===== src/rtl/clock_ui_pkg.sv =====
// Shared types and default 12 MHz timing for the clock/time-set user-interface blocks.
package clock_ui_pkg;

    // Button conditioner hold state.
    typedef enum logic [1:0] {
        StIdle      = 2'd0,
        StHeld      = 2'd1,
        StRepeating = 2'd2
    } btn_state_e;

    localparam int unsigned CLK_HZ           = 12_000_000;
    localparam int unsigned CYCLES_PER_MS    = CLK_HZ / 1000;
    localparam int unsigned DEBOUNCE_MS      = 20;
    localparam int unsigned REPEAT_DELAY_MS  = 500;
    localparam int unsigned REPEAT_PERIOD_MS = 100;

    localparam int unsigned DEBOUNCE_CYCLES_DEF = CYCLES_PER_MS * DEBOUNCE_MS;      // 240000
    localparam int unsigned REPEAT_DELAY_DEF    = CYCLES_PER_MS * REPEAT_DELAY_MS;  // 6000000
    localparam int unsigned REPEAT_PERIOD_DEF   = CYCLES_PER_MS * REPEAT_PERIOD_MS; // 1200000

    function automatic int unsigned max_u(input int unsigned a, input int unsigned b);
        return (a > b) ? a : b;
    endfunction

endpackage


===== src/rtl/sync_2ff.sv =====
// Two-flop synchroniser for a single asynchronous input, with configurable reset value.
module sync_2ff #(
    parameter bit RESET_VAL = 1'b0
) (
    input  logic clk_i,
    input  logic rst_ni,
    input  logic d_i,
    output logic q_o
);

    logic meta_q;
    logic sync_q;

    // Shift the asynchronous input through two flops to settle metastability.
    always_ff @(posedge clk_i or negedge rst_ni) begin
        if (!rst_ni) begin
            meta_q <= RESET_VAL;
            sync_q <= RESET_VAL;
        end else begin
            meta_q <= d_i;
            sync_q <= meta_q;
        end
    end

    assign q_o = sync_q;

endmodule


===== src/rtl/button_conditioner.sv =====
// Push-button conditioner: synchronise, debounce, press/release pulses and long-press repeat.
module button_conditioner
    import clock_ui_pkg::*;
#(
    parameter bit          ACTIVE_HIGH     = 1'b1,
    parameter int unsigned DEBOUNCE_CYCLES = DEBOUNCE_CYCLES_DEF,
    parameter int unsigned REPEAT_DELAY    = REPEAT_DELAY_DEF,
    parameter int unsigned REPEAT_PERIOD   = REPEAT_PERIOD_DEF,
    parameter bit          REPEAT_EN       = 1'b1
) (
    input  logic clk_i,
    input  logic rst_ni,
    input  logic btn_raw_i,
    output logic btn_level_o,
    output logic press_o,
    output logic release_o,
    output logic repeat_pulse_o,
    output logic held_long_o
);

    localparam int unsigned DB_W   = $clog2(DEBOUNCE_CYCLES + 1);
    localparam int unsigned HOLD_W = $clog2(max_u(REPEAT_DELAY, REPEAT_PERIOD) + 1);

    localparam logic [DB_W-1:0]   DbLast     = DB_W'(DEBOUNCE_CYCLES - 1);
    localparam logic [HOLD_W-1:0] DelayLast  = HOLD_W'(REPEAT_DELAY - 1);
    localparam logic [HOLD_W-1:0] PeriodLast = HOLD_W'(REPEAT_PERIOD - 1);

    logic btn_norm;
    logic s;

    logic [DB_W-1:0]   db_cnt_q;
    logic              level_q;
    logic [HOLD_W-1:0] hold_cnt_q;
    btn_state_e        state_q;
    logic              press_q;
    logic              release_q;
    logic              repeat_q;
    logic              held_long_q;

    logic accept;
    logic rise_acc;
    logic fall_acc;

    // Normalise polarity so that 1 always means pressed downstream.
    assign btn_norm = ACTIVE_HIGH ? btn_raw_i : ~btn_raw_i;

    sync_2ff #(
        .RESET_VAL (1'b0)
    ) u_sync (
        .clk_i  (clk_i),
        .rst_ni (rst_ni),
        .d_i    (btn_norm),
        .q_o    (s)
    );

    // Level change is accepted on the edge where the stable count would reach the threshold.
    assign accept   = (s != level_q) && (db_cnt_q == DbLast);
    assign rise_acc = accept & s;
    assign fall_acc = accept & ~s;

    // Debounce: count consecutive cycles that disagree with the accepted level.
    always_ff @(posedge clk_i or negedge rst_ni) begin
        if (!rst_ni) begin
            db_cnt_q <= '0;
            level_q  <= 1'b0;
        end else if (s == level_q) begin
            db_cnt_q <= '0;
        end else if (accept) begin
            level_q  <= s;
            db_cnt_q <= '0;
        end else begin
            db_cnt_q <= db_cnt_q + 1'b1;
        end
    end

    // Hold FSM with registered event pulses; release takes priority over a repeat expiry.
    always_ff @(posedge clk_i or negedge rst_ni) begin
        if (!rst_ni) begin
            state_q     <= StIdle;
            hold_cnt_q  <= '0;
            press_q     <= 1'b0;
            release_q   <= 1'b0;
            repeat_q    <= 1'b0;
            held_long_q <= 1'b0;
        end else begin
            press_q   <= 1'b0;
            release_q <= 1'b0;
            repeat_q  <= 1'b0;
            case (state_q)
                StIdle: begin
                    if (rise_acc) begin
                        state_q    <= StHeld;
                        hold_cnt_q <= '0;
                        press_q    <= 1'b1;
                    end
                end
                StHeld: begin
                    if (fall_acc) begin
                        state_q     <= StIdle;
                        hold_cnt_q  <= '0;
                        release_q   <= 1'b1;
                        held_long_q <= 1'b0;
                    end else if (REPEAT_EN && (hold_cnt_q == DelayLast)) begin
                        state_q     <= StRepeating;
                        hold_cnt_q  <= '0;
                        repeat_q    <= 1'b1;
                        held_long_q <= 1'b1;
                    end else if (hold_cnt_q != '1) begin
                        hold_cnt_q <= hold_cnt_q + 1'b1;
                    end
                end
                StRepeating: begin
                    if (fall_acc) begin
                        state_q     <= StIdle;
                        hold_cnt_q  <= '0;
                        release_q   <= 1'b1;
                        held_long_q <= 1'b0;
                    end else if (hold_cnt_q == PeriodLast) begin
                        hold_cnt_q <= '0;
                        repeat_q   <= 1'b1;
                    end else begin
                        hold_cnt_q <= hold_cnt_q + 1'b1;
                    end
                end
                default: begin
                    state_q     <= StIdle;
                    hold_cnt_q  <= '0;
                    held_long_q <= 1'b0;
                end
            endcase
        end
    end

    assign btn_level_o    = level_q;
    assign press_o        = press_q;
    assign release_o      = release_q;
    assign repeat_pulse_o = repeat_q;
    assign held_long_o    = held_long_q;

endmodule


===== config.mk =====
export PLATFORM = sky130hd
export DESIGN_NAME = button_conditioner
export DESIGN_NICKNAME = d
export VERILOG_FILES = /design/src/rtl/clock_ui_pkg.sv /design/src/rtl/sync_2ff.sv /design/src/rtl/button_conditioner.sv
export SDC_FILE = /design/constraint.sdc
export NUM_CORES = 1
export LEC_CHECK = 0
export ABC_AREA = 1
export BUFFER_PORTS_ARGS = -buffer_cell sky130_fd_sc_hd__buf_2
export CAP_MARGIN = 40
export CELL_PAD_IN_SITES_DETAIL_PLACEMENT = 0
export CELL_PAD_IN_SITES_GLOBAL_PLACEMENT = 2
export CORE_MARGIN = 2
export CORE_UTILIZATION = 37
export DETAILED_ROUTE_END_ITERATION = 10
export PLACE_DENSITY = 0.89
export SYNTH_ARGS = -nofsm -noshare
export SYNTH_HDL_FRONTEND = slang
export SYNTH_HIERARCHICAL = 1
export SYNTH_SLANG_ARGS = --single-unit

===== constraint.sdc =====
create_clock -name clk_i -period 2 [get_ports clk_i]
set_input_delay 0.3 -clock clk_i [delete_from_list [all_inputs] [get_ports clk_i]]
set_output_delay 0.3 -clock clk_i [all_outputs]
set_load 0.005 [all_outputs]

**After elaboration in Yosys (flattened, before gate mapping)**

Cells that the tools add are included.

- Add/subtract/negate cells: 2
- Eq/ne operators: 12
- Multiplexer cells: 27
- Bitwise operators: 5
- Reduce and logical (&&, ||, !) cells: 7

Operator list:

| cell | count |
|---|---|
| 23-bit 2-to-1 mux | 6 |
| 23-bit one-hot mux with 3 select lines | 1 |
| 18-bit 2-to-1 mux | 2 |
| 23-bit by 1-bit adder with 23-bit output, second input constant | 1 |
| 23-bit by 21-bit == test with 1-bit output, second input constant | 1 |
| 23-bit == test, second input constant | 1 |
| 23-bit != test, second input constant | 1 |
| 18-bit by 1-bit adder with 18-bit output, second input constant | 1 |
| 18-bit == test, second input constant | 1 |
| 1-bit 2-to-1 mux | 11 |
| 2-bit 2-to-1 mux | 4 |
| 2-bit one-hot mux with 3 select lines | 1 |
| 3-bit AND reduction | 2 |
| 2-bit != test, second input constant | 2 |
| 4-bit != test, second input constant | 1 |
| 2-bit AND reduction | 2 |
| 3-bit != test, second input constant | 1 |
| 1-bit NOT | 3 |
| 1-bit one-hot mux with 3 select lines | 1 |
| 1-bit bitwise AND | 2 |
| 2-bit by 1-bit == test with 1-bit output, second input constant | 1 |
| 2-bit == test, second input constant | 1 |
| 2-bit zero test | 1 |
| 1-bit one-hot mux with 2 select lines | 1 |
| other kinds (4) | 4 |

- Flip-flop bits (word level): 50
- Input port bits: 3
- Output and inout port bits: 5
- Word-level logic and storage cells: 63

**Depth between registers and ports, before layout**

Gate-level depths: netlist of the first run.

- Depth in word-level cells: 5
- Gate-level depth with buffers: 13
- Mapped depth without buffers: 13

**Modules after synthesis**

Netlist of the first run, hierarchy kept.

Modules (own cells, without submodules):

| module | instances | cells an instance | area an instance (µm²) | sequential area each (µm²) |
|---|---|---|---|---|
| button_conditioner | 1 | 429 | 3174.3 | 1201.2 |
| sync_2ff | 1 | 2 | 50.0 | 50.0 |

**Worst setup path after synthesis of the first run**

Ideal clock, no wire load.

- Path kind: reg2reg
- Start point: register hold_cnt_q[0]
- End point: register hold_cnt_q[0]
- Library setup time: 119 ps
- Arrival time: 1630 ps
- Required time: 1881 ps
- Setup slack: 251 ps
- Stages on the path, launching flop included: 12
- Path buffers: 1
- Period minus slack after synthesis: 1749 ps
- Cells stage by stage: dfrtp_1 -> ha_1 -> nand2_1 -> nor2_4 -> nand2_2 -> nor2_4 -> nand2_2 -> nor2_4 -> nand3_4 -> nand2_8 -> buf_6 -> o21ai_2

- Longest elaborated chain between the ends: 5
- Elaborated cells between the ends (all ways): 12
- Those cells by class: add/sub: 1; eq/ne: 4; mux: 6; reduce/logical: 1

Ends and longest elaborated chain:

| item | line | source |
|---|---|---|
| start, declared | button_conditioner.sv:33 | `logic [HOLD_W-1:0] hold_cnt_q;` |
| start signal, assigned | button_conditioner.sv:109 | `hold_cnt_q <= hold_cnt_q + 1'b1;` |
| start signal, assigned | button_conditioner.sv:122 | `hold_cnt_q <= hold_cnt_q + 1'b1;` |
| 23-bit by 1-bit adder with 23-bit output | button_conditioner.sv:109, button_conditioner.sv:122 |  |
| 23-bit 2-to-1 mux | button_conditioner.sv:108 | `end else if (hold_cnt_q != '1) begin` |
| 23-bit 2-to-1 mux | button_conditioner.sv:103 | `end else if (REPEAT_EN && (hold_cnt_q == DelayLast)) begin` |
| 23-bit 2-to-1 mux | button_conditioner.sv:98 | `if (fall_acc) begin` |
| 23-bit one-hot mux with 3 select lines | button_conditioner.sv:89 | `case (state_q)` |

Parallel ways exist; a longest one is shown, timed or not. The select of a mux whose other input is x is not followed.
A chain may end at the register's enable or synchronous reset.

**Worst setup path after layout of the first run**

- Start point: register db_cnt_q[1]
- End point: register hold_cnt_q[2]

- Longest elaborated chain between the ends: 5
- Elaborated cells between the ends (all ways): 10
- Those cells by class: eq/ne: 3; mux: 3; bitwise: 2; reduce/logical: 2

Ends and longest elaborated chain:

| item | line | source |
|---|---|---|
| start, declared | button_conditioner.sv:31 | `logic [DB_W-1:0] db_cnt_q;` |
| start signal, assigned | button_conditioner.sv:72 | `db_cnt_q <= db_cnt_q + 1'b1;` |
| 18-bit == test (*) | button_conditioner.sv:57 | `assign accept = (s != level_q) && (db_cnt_q == DbLast);` |
| 1-bit logical AND (*) | button_conditioner.sv:57 |  |
| 1-bit bitwise AND (on tied branches) | button_conditioner.sv:59, button_conditioner.sv:58 |  |
| 23-bit 2-to-1 mux, or another cell as far along | button_conditioner.sv:113 | `if (fall_acc) begin` |
| 23-bit one-hot mux with 3 select lines / 2-bit AND reduction (equally long branches) | -- |  |

Mark *: on every way between the ends. The rest lies on a longest branch, timed or not.

==> flow_summary_export.csv, run 1 <==
group,metric,value,unit
timing,fin_crit,1.90,ns
run_status,status,"complete, no violations",
clock_network,cts_buffer_depth,2,
pwr,ir_worst_vdd,0.296,mV
pwr,finalPower,1730,uW
pwr,power_density,465,nW/um2
grt,antenna_found_initial,0,
clock_network,clock_latency,0.32,ns
drt,first_iter_violations,198,
worst_setup_path,worst_ep_arrival_time,2.10,ns
grt,grt_pass1_vias,2768,
floorplan,die_area,9480,um2
logic_synthesis,syn_avg_cell_area,7.48,um2
clock_network,cts_tree,"yes",
grt,grt_usage,17.2,%
drt,vias_per_cell,5.05,
drt,m1WireLength,4090,um
layout,drive_gt1_share,19.0,%
layout,fin_area,3720,um2
timing,fmax,525,MHz
placed_design,dpl.hpwl,5680,um
grt,overflow,0,
timing,hold_viol_final,0,
clock_network,cts_root_buffer,"clkbuf_8",
drt,wl,8330,um
floorplan,io_pins,8,
worst_setup_path,path_max_fanout,11,
floorplan,rows,34,
timing,rsz0062_at_grt,"yes",
drt,wl_met3,242,um
timing,setup_violations,0,
layout,layout_commonest_cell,"nand2_1",
timing,setup_ws,0.0970,ns
floorplan,fp.dieH,97.4,um
placed_design,dpl_worst_slack,0.0798,ns
run,max-cap-violations,0,
placed_design,placed_cell_area,3480,um2
logic_synthesis,netlist_area,3220,um2
floorplan,die_w,97.4,um
layout,fin_util,43.3,%
timing,worst_slew_pin_slew,0.497,ns
timing,slew_violations,0,
worst_setup_path,start_kind,"flop",
layout,antennaDiodeCount,0,
layout,layout.nets,475,
pwr,leakagePower,0.00148,uW
clock_network,numClockSinks,50,
drt,met2_wirelength,3880,um
worst_setup_path,worstSetupPathType,"reg2reg",
grt,grt_max_degree,45,
logic_synthesis,yosysSeqAreaShare,38.8,%
logic_synthesis,yosys.cell_types.count,37,
placed_design,place.gp.congestion,0.832,
drt,ant_nets,0,
timing,maxSlewHeadroom,66.9,%
drt,drc,0,
logic_synthesis,synth_warnings,6,
drt,routed.top_layer,"met4",
worst_setup_path,endpoint_kind,"flop",
floorplan,initial_core_util,37.5,%
worst_setup_path,crit_required,2.20,ns
logic_synthesis,syn-num-nets,439,
timing,fin_worst_skew,0.0201,ns
hold_path,hp-class,"in2reg",
clock_network,cts_inserted_buffers,5,
grt,grt_pass1_wl,13500,um
clock_network,cts-htree-levels,2,
drt,detail_route.wl_per_cell,14.5,um
layout,mostFrequentLayoutCells,"110 x nand2_1, 67 x nor2_1, 50 x dfrtp_1, 40 x inv_1, 32 x nand3_1",
timing,period_share,95.2,%
drt,dr.pass1.iters,6,
placed_design,io_buffer_count,7,
logic_synthesis,ys_ff_latch,50,
drt,num_vias,2907,
clock_network,clk_pin_slew_worst_paths,0.11,ns
floorplan,core,8590,um2
layout,syn2layout_area_growth,15.5,%
timing,fin_hold_ws,0.0918,ns
logic_synthesis,synthCells,431,
==> stage by stage <==
stage | cells | setup TNS, ns
final | 576 | 0
after global routing | 576 | -0.00140
after CTS | 566 | 0
after detailed placement | 557 | 0
after global placement | 557 | 0
after floorplan | 431 | 0
==> critical path: stages, from the launching register on <==
cell and delay, ns:
dfrtp_1 0.38, ha_1 0.21, nand3_2 0.15, nor3_4 0.22
nand2_2 0.14, o21ai_4 0.19, buf_4 0.21, nand2_4 0.14
nand2_1 0.10, o21ai_2 0.05
==> sequential cells by signal, indices dropped and copies added (netlist names) <==
| name | flops |
|---|---|
| hold_cnt_q | 23 |
| db_cnt_q | 18 |
| state_q | 2 |
| btn_level_o | 1 |
| held_long_o | 1 |
| press_o | 1 |
| release_o | 1 |
| repeat_pulse_o | 1 |
| u_sync/meta_q | 1 |
| u_sync/q_o | 1 |
==> cell usage after synthesis, drive strengths merged <==
master	n	area share [%]
o21bai	2	0.47
inv	43	5.0
nand3b	4	0.93
clkbuf	2	0.23
clkinv	1	0.12
buf	8	2.3
a311oi	1	0.27
nand3	36	6.3
a31oi	3	0.58
o22ai	1	0.19
nand4	9	1.7
xor2	11	3.0
ha	5	1.9
nor3b	6	1.4
nor3	14	2.5
nand2	116	14
dfrtp	50	39
or2	1	0.19
nor4	1	0.19
nor2	74	9.6
a21oi	8	1.2
o21ai	30	7.3
xnor2	5	1.4
==> cells by family after synthesis <==
family / after synthesis / synth area share (%)
DFF: 50 / 38.8
buffers and inverters: 54 / 7.61
AOI/OAI and AO/OA: 45 / 10.1
adders and majority gates: 5 / 1.94
and+or+nand+nor: 261 / 37.2
xor gates and xnor gates: 16 / 4.35
==> metal layers <==
layer / vias to the layer above / track usage (%)
met1: 1382 / 24.6
met2: 46 / 27.9
li1: 1469 / -
met3: 10 / 2.37
met5: - / 0
met4: 0 / 4.17
==> area by class of cell <==
class	count	area, um2
multi-input combinational	332	1810
sequential	50	1250
tap	108	135
fill	877	4870
timing repair buffer	34	265
inverter	44	165
clock inverter	3	23.8
clock buffer	5	68.8
==> report_power, final <==
part	leakage, uW	total [uW]	switching, uW	internal (uW)
registers	0.000692	1020	5.08	1020
clock network	0.0000408	648	396	252
logic	0.000747	62.3	41.6	20.7
total	0.00148	1730	443	1290
==> final timing paths <==
path                                          from                         to  slack, ns  cells after the start
min reg2reg                u_sync/meta_q$_DFF_PN0_       u_sync/q_o$_DFF_PN0_       0.36                      0
max in group asynchronous                   rst_ni  hold_cnt_q[7]$_DFFE_PN0P_       0.85                      3
min in group asynchronous                   rst_ni      db_cnt_q[3]$_DFF_PN0_       0.47                      2
max reg2reg                  db_cnt_q[1]$_DFF_PN0_  hold_cnt_q[2]$_DFFE_PN0P_        0.1                      9
min                                      btn_raw_i    u_sync/meta_q$_DFF_PN0_       0.09                      1
max                          db_cnt_q[1]$_DFF_PN0_  hold_cnt_q[2]$_DFFE_PN0P_        0.1                      9
==> what timing repair did <==
item | in CTS | in global routing
hold buffers | 1 | 0
buffers inserted | 0 | 5
resized for setup | 0 | 5
endpoints found under the hold margin | 17 | 0
endpoints found under the setup margin | 0 | 25
Power figures use the tool's default switching activity.
==> run 2, diff against run 1 <==
Settings changed: ABC_AREA 1 to default, CORE_UTILIZATION 37 to 40.
==> flow_summary_export.csv, run 2 <==
group,metric,value,unit
layout,seqCellArea,1250,um2
layout,fin_area,3720,um2
pwr,finalPower,1810,uW
layout,mostFrequentLayoutCells,"68 x buf_4, 50 x dfrtp_1, 38 x nor2_1, 18 x nand2_1, 17 x a22o_1",
placed_design,io_buffer_count,7,
grt,grt_max_degree,34,
clock_network,numClockSinks,50,
logic_synthesis,syn-num-nets,306,
worst_setup_path,cp_num_buf_inv,0,
timing,worst_slew_pin_slew,0.456,ns
timing,fin_hold_ws,0.101,ns
placed_design,placed_cell_area,3460,um2
logic_synthesis,netlist_area,2800,um2
timing,rsz0062_at_grt,"yes",
layout,stdcell_count,474,
logic_synthesis,synth_common_cells,"50 x dfrtp_1, 39 x nor2_1, 22 x o21ai_0",
worst_setup_path,crit_required,2.21,ns
drt,first_iter_violations,80,
logic_synthesis,yosysSeqAreaShare,44.6,%
floorplan,core,6790,um2
run_status,status,"complete, but fails checks",
worst_setup_path,critical_path.slowest_cell,"dfrtp_1",
layout,layout_commonest_cell,"buf_4",
floorplan,initial_core_util,41.3,%
grt,grt_usage,19.7,%
layout,fillCellCount,626,
logic_synthesis,async_flop_share,100,%
grt,antenna_found_initial,0,
worst_setup_path,worst_ep_arrival_time,2.31,ns
grt,grt_pass1_vias,2523,
worst_setup_path,critPathTopFamily,"simple AND/OR/NAND/NOR gates",
placed_design,dpl_worst_slack,-0.164,ns
layout,multi_input_area,1570,um2
logic_synthesis,yosysMostFrequentCell,"dfrtp_1",
grt,met3_usage,3.20,%
floorplan,io_pins,8,
logic_synthesis,synth_flop_cell,"dfrtp_1",
timing,setup_ws,-0.100,ns
logic_synthesis,ys_top_cells_by_area,"dfrtp_1 45%, a22o_1 5.3%, nor2_1 5.2%",
grt,grt_pass1_wl,11900,um
layout,antennaDiodeCount,0,
floorplan,die_w,87.7,um
logic_synthesis,synth-edff-count,0,
placed_design,dpl.hpwl,5030,um
drt,vias_per_cell,5.33,
worst_setup_path,cp_slowest_stage_delay,0.41,ns
clock_network,cts_buffer_depth,2,
run_status,violations,"setup timing",
placed_design,dpl.cell_count,460,
clock_network,clk_pin_slew_worst_paths,0.10,ns
drt,ant_nets,0,
logic_synthesis,syn_avg_cell_area,9.41,um2
run,max-cap-violations,0,
hold_path,hp-class,"in2reg",
timing,fmax,476,MHz
timing,hold_viol_final,0,
worst_setup_path,cp_cell_sequence,"ha_4, nand2_2, or3_4, nor4_4, o21bai_4, and2_4, a32o_1",
grt,grt.met2_usage,32.7,%
floorplan,die_area,7700,um2
clock_network,clock_latency,0.31,ns
logic_synthesis,synth_top_area_cell,"dfrtp_1",
placed_design,place.gp.congestion,0.840,
pwr,power_density,487,nW/um2
timing,fin_worst_skew,0.0145,ns
layout,drive_gt1_share,29.6,%
grt,overflow,0,
clock_network,cts-htree-levels,2,
timing,setup_violations,22,
logic_synthesis,yosys.cell_types.count,50,
floorplan,fp.dieH,87.7,um
timing,maxSlewHeadroom,69.6,%
logic_synthesis,synth_top_area_share,44.6,%
layout,largest_reg_flops,23,
grt,grt_use_met1,26.9,%
layout,largest-register,"hold_cnt_q",
drt,dr.pass1.iters,4,
logic_synthesis,synth_warnings,6,
pwr,ir_worst_vdd,0.247,mV
drt,detail_route.wl_per_cell,14.7,um
drt,wl,6980,um
clock_network,cts_tree,"yes",
floorplan,rows,30,
logic_synthesis,ys_ff_latch,50,
grt,grt-busiest-layer,"met2",
worst_setup_path,endpoint_kind,"flop",
clock_network,cts_root_buffer,"clkbuf_8",
logic_synthesis,synthCells,298,
clock_network,cts_inserted_buffers,5,
drt,num_vias,2526,
worst_setup_path,worstSetupPathType,"reg2reg",
pwr,leakagePower,0.00173,uW
drt,drc,0,
layout,syn2layout_area_growth,32.8,%
timing,fin_crit,2.10,ns
layout,reg_top3,"hold_cnt_q x23, db_cnt_q x18, state_q x2",
layout,layout.nets,385,
worst_setup_path,path_max_fanout,19,
timing,slew_violations,0,
worst_setup_path,start_kind,"flop",
timing,period_share,105,%
-- run 2: cell count changes after synthesis, moves of 5 or more --
cell / change
nor2_1: -28
nor2b_1: +8
nor3b_1: -6
a22o_1: +17
nand2_1: -91
inv_1: -32
and2_1: +8
o21ai_0: +15
and3_1: +6
and4_1: +6
o21ai_2: -20
nand3_1: -25
a21o_1: +5
-- run 2: kinds of logic after synthesis --
kind of cell	after synthesis	synth area share, %
AOI/OAI and AO/OA	65	16.4
xor gates and xnor gates	16	5.00
adders and majority gates	5	2.23
buffers and inverters	19	3.21
DFF	50	44.6
muxes	2	0.714
and+or+nand+nor	141	27.8
-- run 2: through the flow --
stage	TNS, ns	utilization, %
2_1_floorplan	-1.53	-
3_3_place_gp	-1.28	50.9
3_5_place_dp	-1.97	50.9
4_1_cts	-0.917	53.6
5_1_grt	-5.23	54.8
6_report	-1.12	54.8
-- run 2: final timing paths --
path	startpoint	endpoint	slack [ns]	depth (start not counted)
max in group asynchronous	rst_ni	db_cnt_q[2]$_DFF_PN0_	0.99	3
max reg2reg	hold_cnt_q[0]$_DFFE_PN0P_	hold_cnt_q[15]$_DFFE_PN0P_	-0.10	7
max	hold_cnt_q[0]$_DFFE_PN0P_	hold_cnt_q[15]$_DFFE_PN0P_	-0.10	7
min	btn_raw_i	u_sync/meta_q$_DFF_PN0_	0.10	1
min reg2reg	u_sync/meta_q$_DFF_PN0_	u_sync/q_o$_DFF_PN0_	0.39	0
min in group asynchronous	rst_ni	state_q[1]$_DFFE_PN0P_	0.46	2
-- run 2: final cells by class --
type	instances	area share (%)
Timing Repair Buffer	83	17.3
Sequential cell	50	33.6
Tap cell	96	3.23
Multi-Input combinational cell	229	42.2
Inverter	8	0.807
Clock inverter	1	0.807
Clock buffer	7	2.05
-- run 2: routing by layer --
metal	vias to the layer above	share of wire [%]
met4	0	1.3
met2	32	49
met5	-	0
li1	1243	-
met1	1242	48
met3	9	2.2
-- run 2: power by group --
group          switching (uW)  internal [uW]  total, uW  leakage, uW
Sequential               5.04           1020       1020     0.000692
Clock                     351            375        726    0.0000524
Combinational            39.1           25.4       64.5     0.000985
Total                     395           1420       1810      0.00173
-- run 2: what timing repair did --
item / CTS / global route
endpoints found under the setup margin: 23 / 26
hold buffers: 1 / 0
endpoints found under the hold margin: 17 / 0
gates resized for setup: 23 / 13
cloned: 0 / 0
pin swaps: 11 / 5
setup buffers: 4 / 4
